[src/rtl/instruction_receiver.sv]
// Serial instruction receiver: MSB-first bit capture from a switch/button pair
// with synchronisers, release guard, inactivity timeout and ack handshake.
module instruction_receiver #(
    parameter int WIDTH          = 10,
    parameter int GUARD_CYCLES   = 10,
    parameter int TIMEOUT_CYCLES = 0
) (
    input  logic                       clk,
    input  logic                       reset,
    input  logic                       data_bit,
    input  logic                       confirm_bit,
    input  logic                       restart,
    input  logic                       instruction_ack,
    output logic                       waiting_bit,
    output logic [$clog2(WIDTH+1)-1:0] bit_count,
    output logic                       instruction_ready,
    output logic [WIDTH-1:0]           instruction,
    output logic                       frame_error
);

    localparam int BW = $clog2(WIDTH + 1);
    localparam int GW = $clog2(GUARD_CYCLES + 1);
    localparam int TW = (TIMEOUT_CYCLES == 0) ? 1 : $clog2(TIMEOUT_CYCLES + 1);
    localparam int TL = (TIMEOUT_CYCLES == 0) ? 0 : TIMEOUT_CYCLES - 1;

    localparam logic [BW-1:0] FULL   = BW'(WIDTH);
    localparam logic [GW-1:0] G_LAST = GW'(GUARD_CYCLES - 1);
    localparam logic [TW-1:0] T_LAST = TW'(TL);

    typedef enum logic [1:0] {
        S_GUARD,
        S_WAIT,
        S_READY
    } state_t;

    state_t          state_q;
    logic            rel_q;
    logic            d_s1_q, d_s_q;
    logic            c_s1_q, c_s_q;
    logic [WIDTH-1:0] sr_q;
    logic [WIDTH-1:0] sr_d;
    logic [BW-1:0]   bcnt_q;
    logic [GW-1:0]   gcnt_q;
    logic [TW-1:0]   tcnt_q;
    logic [WIDTH-1:0] instr_q;
    logic            wait_q, rdy_q, ferr_q;

    assign sr_d = {sr_q[WIDTH-2:0], d_s_q};

    // rel_q holds the core in reset for one extra edge after reset drops
    always_ff @(posedge clk or posedge reset) begin
        if (reset) begin
            state_q <= S_GUARD;
            rel_q   <= 1'b1;
            d_s1_q  <= 1'b0;
            d_s_q   <= 1'b0;
            c_s1_q  <= 1'b0;
            c_s_q   <= 1'b0;
            sr_q    <= '0;
            bcnt_q  <= '0;
            gcnt_q  <= '0;
            tcnt_q  <= '0;
            instr_q <= '0;
            wait_q  <= 1'b0;
            rdy_q   <= 1'b0;
            ferr_q  <= 1'b0;
        end else begin
            rel_q  <= 1'b0;
            ferr_q <= 1'b0;
            d_s1_q <= data_bit;
            d_s_q  <= d_s1_q;
            c_s1_q <= confirm_bit;
            c_s_q  <= c_s1_q;
            if (rel_q) begin
                state_q <= S_GUARD;
            end else if (restart) begin
                state_q <= S_GUARD;
                sr_q    <= '0;
                bcnt_q  <= '0;
                gcnt_q  <= '0;
                tcnt_q  <= '0;
                wait_q  <= 1'b0;
                rdy_q   <= 1'b0;
            end else begin
                unique case (state_q)
                    S_GUARD: begin
                        tcnt_q <= '0;
                        if (c_s_q) begin
                            gcnt_q <= '0;
                        end else if (gcnt_q == G_LAST) begin
                            gcnt_q <= '0;
                            if (bcnt_q == FULL) begin
                                instr_q <= sr_q;
                                state_q <= S_READY;
                                rdy_q   <= 1'b1;
                            end else begin
                                state_q <= S_WAIT;
                                wait_q  <= 1'b1;
                            end
                        end else begin
                            gcnt_q <= gcnt_q + 1'b1;
                        end
                    end
                    S_WAIT: begin
                        // a capture beats a timeout landing on the same edge
                        if (c_s_q) begin
                            sr_q    <= sr_d;
                            bcnt_q  <= bcnt_q + 1'b1;
                            gcnt_q  <= '0;
                            tcnt_q  <= '0;
                            state_q <= S_GUARD;
                            wait_q  <= 1'b0;
                        end else if (TIMEOUT_CYCLES != 0 && bcnt_q != '0) begin
                            if (tcnt_q == T_LAST) begin
                                sr_q   <= '0;
                                bcnt_q <= '0;
                                tcnt_q <= '0;
                                ferr_q <= 1'b1;
                            end else begin
                                tcnt_q <= tcnt_q + 1'b1;
                            end
                        end
                    end
                    S_READY: begin
                        if (instruction_ack) begin
                            sr_q    <= '0;
                            bcnt_q  <= '0;
                            gcnt_q  <= '0;
                            state_q <= S_GUARD;
                            rdy_q   <= 1'b0;
                        end
                    end
                    default: begin
                        state_q <= S_GUARD;
                    end
                endcase
            end
        end
    end

    assign waiting_bit       = wait_q;
    assign bit_count         = bcnt_q;
    assign instruction_ready = rdy_q;
    assign instruction       = instr_q;
    assign frame_error       = ferr_q;

endmodule
[config.mk]
export PLATFORM = sky130hd
export DESIGN_NAME = instruction_receiver
export DESIGN_NICKNAME = d
export VERILOG_FILES = /design/src/rtl/instruction_receiver.sv
export SDC_FILE = /design/constraint.sdc
export NUM_CORES = 1
export LEC_CHECK = 0
export BUFFER_PORTS_ARGS = -buffer_cell sky130_fd_sc_hd__buf_2
export CORE_ASPECT_RATIO = 0.6
export CORE_MARGIN = 8
export CORE_UTILIZATION = 50
export DETAILED_ROUTE_END_ITERATION = 7
export PLACE_DENSITY = 0.7
export SETUP_SLACK_MARGIN = 0.5
export SLEW_MARGIN = 0
export SYNTH_ARGS = -nofsm -noshare
export SYNTH_HDL_FRONTEND = slang
export SYNTH_SLANG_ARGS = --single-unit
[constraint.sdc]
create_clock -name clk -period 4.75 [get_ports clk]
set_clock_uncertainty 0.05 [all_clocks]
set_input_delay 0 -clock clk [delete_from_list [all_inputs] [get_ports clk]]
set_output_delay 0 -clock clk [all_outputs]
set_load 0.01 [all_outputs]
==> run_results.csv, run 1 <==
group,metric,value,unit
outcome,status,"finished clean",
synth,synth-xor-area-share,0,%
synth,ys_types,40,
synth,ys_seq_area_share,49.7,%
routing,wire_per_inst,15.5,um
cells_and_area,syn_to_final_growth,14.2,%
clock_tree,worstSkewPairLatency,0.29,ns
clock_tree,cts_tree,"done",
timing,tns,0,ns
min_path,min_path_cells,3,
flow_run,drv_cap,0,
routing,drt_iter0_drc,53,
clock_tree,ctsHoldBuffers,3,
place,dp.cells,219,
cells_and_area,fin_area,0.00213,sq mm
cells_and_area,fin_cells,230,
global_routing,antenna_found_initial,0,
synth,syn_avg_cell_area,12.0,sq um
routing,drt_wl_total,3560,um
routing,ant_nets,0,
global_routing,first_global_vias,1246,
min_path,hp-start,"restart",
timing,drv_slew,0,
pwr,ir_worst_vdd,0.193,mV
synth,synthFlopType,"dfrtp_1",
critical_path,crit_end,"instruction[9]",
critical_path,r2r-start,"bit_count[0]",
synth,synthSimpleGateAreaFrac,14.6,%
floorplan,rows,17,
critical_path,required,4.88,ns
clock_tree,clock_sinks,37,
cells_and_area,layout_common_cells,"dfrtp_1 (36), buf_2 (21), inv_1 (16), nand2_1 (13), mux2i_1 (12)",
timing,worst_pin_slew,0.931,ns
synth,async_reset_ff_share,100,%
clock_tree,htree_num_levels,2,
floorplan,initial_core_util,51.6,%
min_path,min_path_type,"in -> reg",
timing,post-route-period-util,50.3,%
critical_path,worstPathMaxFanout,10,
floorplan,die_width,94.8,um
floorplan,die_h,63.3,um
cells_and_area,antenna_cells,0,
global_routing,grt_pass1_wl,6070,um
place,gp_congestion,0.814,
critical_path,cp-end-kind,"flop",
critical_path,critical_path.startpoint,"bit_count[0]",
clock_tree,cts.repair.resized,0,
place,placed_area,0.00199,sq mm
timing,rsz0062_at_grt,"false",
synth,synth.area.mux_share,16.9,%
synth,synth_top_family_by_area,"multiplexers",
floorplan,pin_count,23,
pwr,p_leak,1.06,nW
timing,setup_viol,0,
timing,fmax,419,MHz
critical_path,rr_endpoint,"instruction[9]",
critical_path,r2r_slack,2.36,ns
pwr,powerDensity,321,mW/mm^2
clock_tree,clkTransAtPathRegs,0.07,ns
timing,fin_crit,2.39,ns
routing,drc_errors,0,
cells_and_area,drive_gt1_share,26.2,%
critical_path,startpoint_type,"flop",
synth,syn-cell-area,0.00186,sq mm
synth,synth_compound_gate_area_share,7.79,%
synth,yosysWarnings,0,
routing,via_per_inst,5.27,
timing,hold_viol_final,0,
place,port-buffer-count,21,
floorplan,core-area,0.00362,sq mm
place,hpwl,2500,um
floorplan,dieArea,0.00600,sq mm
global_routing,grt_overflow,0,
routing,drt_first_pass_iters,4,
critical_path,crit_arrival,2.52,ns
clock_tree,clk_path_buf_depth,2,
global_routing,grt_max_degree,38,
clock_tree,clockRootBuffer,"clkbuf_8",
critical_path,crit_type,"reg -> reg",
synth,synth_cells,155,
global_routing,grt_usage,13.0,%
synth,synth_edf_count,0,
clock_tree,post_cts.repair.setup_buffers,0,
timing,slew-limit-headroom,37.7,%
critical_path,rr_worst_depth,6,
clock_tree,cts-buffers-inserted,5,
cells_and_area,final_nets,195,
synth,synth_fa_ha_area_share,4.70,%
synth,synth-seq-cells,37,
cells_and_area,layout_commonest_cell,"dfrtp_1",
routing,vias,1211,
[report_power, final]
group	total, mW	leakage [nW]	switching, mW	internal, mW
Clock	0.270	0.0554	0.113	0.157
Combinational	0.0684	0.507	0.0393	0.0291
Sequential	0.346	0.496	0.0148	0.331
Total	0.684	1.06	0.167	0.517
[worst max-delay path, stage by stage, from the launching register on]
cell	delay [ns]
dfrtp_1	0.43
inv_1	0.11
ha_1	0.19
nand3b_4	0.09
nor3b_4	0.25
nor4b_4	0.80
mux2_4	0.36
[worst min-delay path by stage]
stage                              to
after floorplan                c_s1_q
after global placement         c_s1_q
after detailed placement       c_s1_q
after CTS                 waiting_bit
after global routing       state_q[1]
final                     waiting_bit
[cell families (layout without fill, tap and decap cells)]
| kind of cell | Yosys count | in the layout |
|---|---|---|
| muxes | 26 | 26 |
| DFF | 37 | 37 |
| AOI/OAI and AO/OA | 20 | 20 |
| other | 1 | 2 |
| and+or+nand+nor | 42 | 42 |
| buffers and inverters | 22 | 49 |
| adders and majority gates | 7 | 7 |
[layout make-up]
type,count,area [sq um]
fill,311,1490
sequential,37,927
multi-input combinational,97,828
timing repair buffer,25,143
clock buffer,6,72.6
inverter,16,60.1
tap,47,58.8
clock inverter,2,38.8
[per-layer routing]
| layer | share of wire, % | routed length, um | vias up | track usage [%] |
|---|---|---|---|---|
| met3 | 6.6 | 235 | 8 | 4.61 |
| met4 | 2.1 | 76 | 0 | 6.96 |
| met1 | 48 | 1720 | 596 | 17.1 |
| met2 | 43 | 1530 | 27 | 18.1 |
| met5 | 0 | 0 | - | 0 |
| li1 | - | - | 580 | - |
[per-stage QoR]
step	hold slack [ns]	total power [mW]	setup WS [ns]	util, %
after floorplan	-0.0186	0.399	2.82	-
after global placement	0.0590	0.415	2.44	54.9
after detailed placement	0.0601	0.419	2.38	54.9
after CTS	0.124	0.696	2.37	58.9
after global routing	0.153	0.716	2.23	58.9
final	0.133	0.684	2.36	58.9
[sequential cells by signal (all words and copies together) (netlist names)]
signal,flops
state_q,2
instruction,10
d_s_q,1
c_s1_q,1
waiting_bit,1
c_s_q,1
d_s1_q,1
gcnt_q,4
rel_q,1
bit_count,4
instruction_ready,1
sr_q,10
[cell usage after synthesis, types with 2 or more instances]
library cell / number / area, sq um
a21oi_1: 5 / 25.0
a31oi_1: 2 / 12.5
buf_6: 2 / 22.5
dfrtp_1: 36 / 901
ha_1: 7 / 87.6
inv_1: 16 / 60.1
mux2_1: 4 / 45.0
mux2_4: 10 / 150
mux2i_1: 12 / 120
nand2_1: 13 / 48.8
nand2b_1: 3 / 18.8
nand3_1: 6 / 30.0
nand3b_4: 2 / 40.0
nor2_1: 4 / 15.0
nor3_1: 3 / 15.0
nor4_1: 2 / 12.5
o211ai_1: 2 / 15.0
o21ai_0: 2 / 10.0
o21ai_1: 2 / 10.0
o2bb2ai_1: 2 / 17.5
Power figures use the tool's default switching activity.
==> inputs of run 2 (changes only) <==
Clock period 4.75 ns to 2.45 ns, I/O delays scaled along.
==> run 2 against run 1 <==
Against the previous run:
- global-route usage grew 0.16 points
- via count grew 4.0%
- first-iteration DRC count grew 120%
- setup slack lost 1.9 ns
- count of clock-buffer cells in the layout grew 1
- cell area grew 5.5%
- fmax grew 22%
- routed wire length grew 2.6%
- total power grew 100%
- hold slack is essentially flat
- register-to-register slack lost 1.9 ns
- sequential power grew 93%
==> run_results.csv, run 2 (synthesis gave the netlist of run 1 again) <==
group,metric,value,unit
critical_path,crit_arrival,2.08,ns
clock_tree,clock_sinks,37,
place,gp_congestion,0.840,
global_routing,grt_overflow,0,
timing,tns,0,ns
cells_and_area,antenna_cells,0,
routing,via_per_inst,5.27,
routing,vias,1259,
pwr,p_leak,1.11,nW
critical_path,required,2.58,ns
place,port-buffer-count,21,
timing,rsz0062_at_grt,"true",
clock_tree,htree_num_levels,2,
routing,wire_per_inst,15.3,um
floorplan,die_width,94.8,um
timing,setup_viol,0,
critical_path,cp-end-kind,"flop",
routing,ant_nets,0,
timing,drv_slew,0,
critical_path,crit_type,"reg -> reg",
critical_path,worstPathMaxFanout,5,
routing,drc_errors,0,
global_routing,first_global_vias,1279,
clock_tree,clkTransAtPathRegs,0.07,ns
floorplan,initial_core_util,51.6,%
timing,setup_slack,0.495,ns
clock_tree,cts_tree,"done",
timing,fmax,511,MHz
cells_and_area,final_nets,204,
min_path,min_path_type,"in -> reg",
cells_and_area,drive_gt1_share,32.3,%
cells_and_area,layout_commonest_cell,"dfrtp_1",
global_routing,antenna_found_initial,0,
clock_tree,worstSkewPairLatency,0.29,ns
global_routing,grt_usage,13.2,%
pwr,ir_worst_vdd,0.385,mV
clock_tree,cts-buffers-inserted,5,
global_routing,grt_max_degree,38,
clock_tree,clockRootBuffer,"clkbuf_8",
floorplan,die_h,63.3,um
timing,hold_viol_final,0,
global_routing,grt_pass1_wl,6130,um
cells_and_area,layout_common_cells,"dfrtp_1 (36), buf_2 (21), inv_1 (15), nand2_1 (13), mux2i_1 (12)",
critical_path,startpoint_type,"flop",
place,place_ws,0.408,ns
pwr,powerDensity,611,mW/mm^2
routing,drt_wl_total,3660,um
cells_and_area,syn_to_final_growth,20.4,%
place,hpwl,2560,um
floorplan,pin_count,23,
outcome,status,"finished clean",
clock_tree,clk_path_buf_depth,2,
timing,fin_crit,1.96,ns
floorplan,core-area,0.00362,sq mm
routing,drt_iter0_drc,116,
timing,post-route-period-util,79.8,%
flow_run,drv_cap,0,
floorplan,rows,17,
floorplan,dieArea,0.00600,sq mm
routing,drt_first_pass_iters,4,
-- run 2: final cells by class --
class | count | area, sq um
Fill cell | 306 | 1370
Sequential cell | 37 | 927
Multi-Input combinational cell | 97 | 865
Timing Repair Buffer | 34 | 218
Clock buffer | 7 | 86.3
Inverter | 16 | 60.1
Tap cell | 47 | 58.8
Clock inverter | 1 | 30.0
-- run 2: timing repair --
action                                 CTS  global route
gates cloned                             1             0
buffers inserted                         2             2
pin swaps                                2             2
endpoints found under the hold margin   38             0
setup endpoints to repair               14            21
hold buffers                             3             0
resized for setup                        3             7
-- run 2: report_power, final --
part,internal [mW],switching (mW),leakage [nW]
Combinational,0.0675,0.0849,0.556
Sequential,0.642,0.0276,0.496
Clock,0.332,0.217,0.0585
-- run 2: final timing paths --
kind | start | endpoint | slack (ns) | depth (start not counted)
hold reg to reg | d_s1_q | d_s_q | 0.30 | 0
max in group asynchronous | reset | rel_q | 1.70 | 4
setup reg to reg | gcnt_q[1] | waiting_bit | 0.49 | 6
hold / removal | restart | waiting_bit | 0.13 | 3
setup / recovery | gcnt_q[1] | waiting_bit | 0.49 | 6
min in group asynchronous | reset | d_s_q | 0.31 | 4
-- run 2: critical path: stages, from the launching register on --
cell	delay, ns
dfrtp_1	0.41
inv_1	0.07
ha_1	0.19
nand3b_4	0.12
o21a_1	0.29
a2111oi_4	0.36
mux2_1	0.36
-- run 2: per-stage QoR --
stage	utilization (%)	instances	hold WS [ns]	area, sq um	power, mW
finish	62.1	239	0.133	2240	1.37
global route	62.1	239	0.141	2240	1.43
detailed placement	55.8	223	0.0597	2020	0.818
floorplan	-	156	-0.0186	1870	0.774
global placement	55.8	223	0.0586	2020	0.809
CTS	60.7	237	0.124	2190	1.37
-- run 2: layer usage --
metal	share of wire, %	GRT usage, %	wire, um	vias to the layer above
li1	-	-	-	601
met1	50	17.9	1830	621
met2	42	17.7	1530	30
met3	6.4	6.03	233	7
met4	1.7	4.64	62	0
met5	0	0	0	-
==> inputs of run 3 (changes only) <==
Settings changed: PLACE_DENSITY 0.7 to 0.73.
Clock period 2.45 ns to 1.7 ns, I/O delays scaled along.
==> run 3 against run 2 <==
Against the previous run:
- largest cell class is now multi-input gates
- the flow now finishes with violations (setup timing)
- setup slack worse by 0.68 ns
- count of clock-buffer cells in the layout decreased by 1
- sequential power up 44%
- critical path type unchanged
- cell count rose by 7.1%
- clock power increased by 48%
- die area did not move
==> run_results.csv, run 3 (synthesis gave the netlist of run 1 again) <==
group,metric,value,unit
outcome,status,"finished, violations left",
outcome,violations,"setup timing",
routing,drt_wl_total,4510,um
cells_and_area,seq_area,928,sq um
place,placed_area,0.00228,sq mm
pwr,p_leak,1.25,nW
critical_path,slowest_delay,0.43,ns
global_routing,grt_usage,15.7,%
cells_and_area,layout_common_cells,"dfrtp_1 (35), buf_2 (21), buf_4 (19), nand2_1 (13), inv_1 (13)",
critical_path,critical_path.top_delay_family,"simple AND/OR/NAND/NOR gates",
global_routing,grt_overflow,0,
global_routing,grt_max_degree,38,
cells_and_area,layout_commonest_cell,"dfrtp_1",
pwr,powerDensity,812,mW/mm^2
routing,drt_first_pass_iters,4,
clock_tree,clockRootBuffer,"clkbuf_8",
critical_path,critical_path.startpoint,"bit_count[0]",
clock_tree,clkTransAtPathRegs,0.08,ns
global_routing,antenna_found_initial,0,
flow_run,drv_cap,0,
floorplan,die_width,94.8,um
timing,setup_viol,30,
routing,drt_iter0_drc,46,
pwr,power.internal,1.57,mW
place,hpwl,2860,um
timing,post-route-period-util,111,%
critical_path,startpoint_type,"flop",
critical_path,worstPathMaxFanout,10,
floorplan,initial_core_util,51.6,%
floorplan,core-area,0.00362,sq mm
clock_tree,clock_sinks,37,
clock_tree,cts-buffers-inserted,5,
global_routing,first_global_vias,1449,
clock_tree,cts_tree,"done",
timing,rsz0062_at_grt,"true",
routing,vias,1400,
place,place_ws,-0.148,ns
pwr,finalPower,2.10,mW
timing,hold_viol_final,0,
critical_path,required,1.83,ns
critical_path,path_cells,"inv_2 -> ha_4 -> nand3b_4 -> nor3b_4 -> nor4b_4 -> buf_12 -> mux2_4",
min_path,hp-start,"restart",
routing,via_per_inst,5.47,
cells_and_area,final_nets,221,
clock_tree,worstSkewPairLatency,0.29,ns
critical_path,r2r-start,"bit_count[0]",
place,gp_congestion,0.817,
timing,tns,-3.50,ns
pwr,pwr-share-clk,38.6,%
routing,ant_nets,0,
critical_path,crit_arrival,2.01,ns
cells_and_area,syn_to_final_growth,38.7,%
min_path,min_path_type,"in -> reg",
global_routing,grt_pass1_wl,7440,um
place,dp.cells,237,
cells_and_area,drive_gt1_share,47.8,%
critical_path,cp-end-kind,"flop",
routing,drc_errors,0,
timing,fin_crit,1.89,ns
floorplan,die_h,63.3,um
clock_tree,htree_num_levels,2,
pwr,power_frac_seq,46.0,%
pwr,ir_worst_vdd,0.520,mV
cells_and_area,multi_input_area,998,sq um
critical_path,critPathBufInv,2,
floorplan,pin_count,23,
clock_tree,clk_path_buf_depth,2,
cells_and_area,num-fill-cells,233,
pwr,comb_power_share,15.4,%
cells_and_area,antenna_cells,0,
place,port-buffer-count,21,
cells_and_area,fin_area,0.00258,sq mm
timing,setup_slack,-0.189,ns
cells_and_area,fin_cells,256,
critical_path,crit_type,"reg -> reg",
floorplan,dieArea,0.00600,sq mm
routing,wire_per_inst,17.6,um
floorplan,rows,17,
timing,drv_slew,0,
critical_path,slowest_stage,"dfrtp_2",
timing,fmax,529,MHz
pwr,p_sw_share,25.3,%
pwr,switchingPower,532,uW
## run 3: cell types whose count changed in the layout (fill, tap and decap cells not counted), sizes merged
cell	change
clkinvlp	+1
clkbuf	-1
buf	+17
## run 3: repair_timing
action                     CTS  global route
setup endpoints to repair   32            32
resized for setup           10             4
gates cloned                 1             0
pin swaps                    5             3
hold endpoints to repair    38             0
hold buffers                 3             0
setup buffers                6             1
## run 3: path summary, 6_finish.rpt
kind,end,slack [ns],depth (start not counted)
max,instruction[0],-0.19,7
min,waiting_bit,0.18,3
max reg2reg,instruction[0],-0.19,7
min reg2reg,d_s_q,0.31,0
max in group asynchronous,rel_q,0.95,4
min in group asynchronous,instruction[7],0.30,4
## run 3: cell type report
cell class | instances | area share (%)
multi-input combinational | 97 | 38.6
sequential | 37 | 35.9
timing repair buffer | 51 | 16.2
clock buffer | 6 | 3.19
inverter | 16 | 2.32
tap | 47 | 2.27
clock inverter | 2 | 1.45
## run 3: routing by layer
| metal | global-route usage (%) | vias up | part of all wire [%] |
|---|---|---|---|
| met5 | 0 | - | 0 |
| met3 | 4.73 | 13 | 4.4 |
| met4 | 5.80 | 0 | 2.0 |
| li1 | - | 635 | - |
| met1 | 20.9 | 721 | 48 |
| met2 | 23.3 | 31 | 46 |
## run 3: tightest hold or removal path: cells and delay by family
kind	cells	cell delay (ns)
buf+inv	1	0.21
mux	1	0.13
simple gates	1	0.15
## run 3: per-stage QoR
| step | utilization (%) | hold slack (ns) |
|---|---|---|
| final | 71.5 | 0.180 |
| after global routing | 71.5 | 0.212 |
| after CTS | 70.6 | 0.168 |
| after detailed placement | 63.0 | 0.0594 |
| after global placement | 63.0 | 0.0610 |
| after floorplan | - | -0.0186 |
## run 3: power by group through the flow
stage	sequential, mW	combinational [mW]	clock (mW)
after floorplan	0.980	0.164	0
after global placement	0.975	0.256	0
after detailed placement	0.978	0.265	0
after CTS	0.962	0.313	0.819
after global routing	0.970	0.350	0.858
final	0.964	0.323	0.811
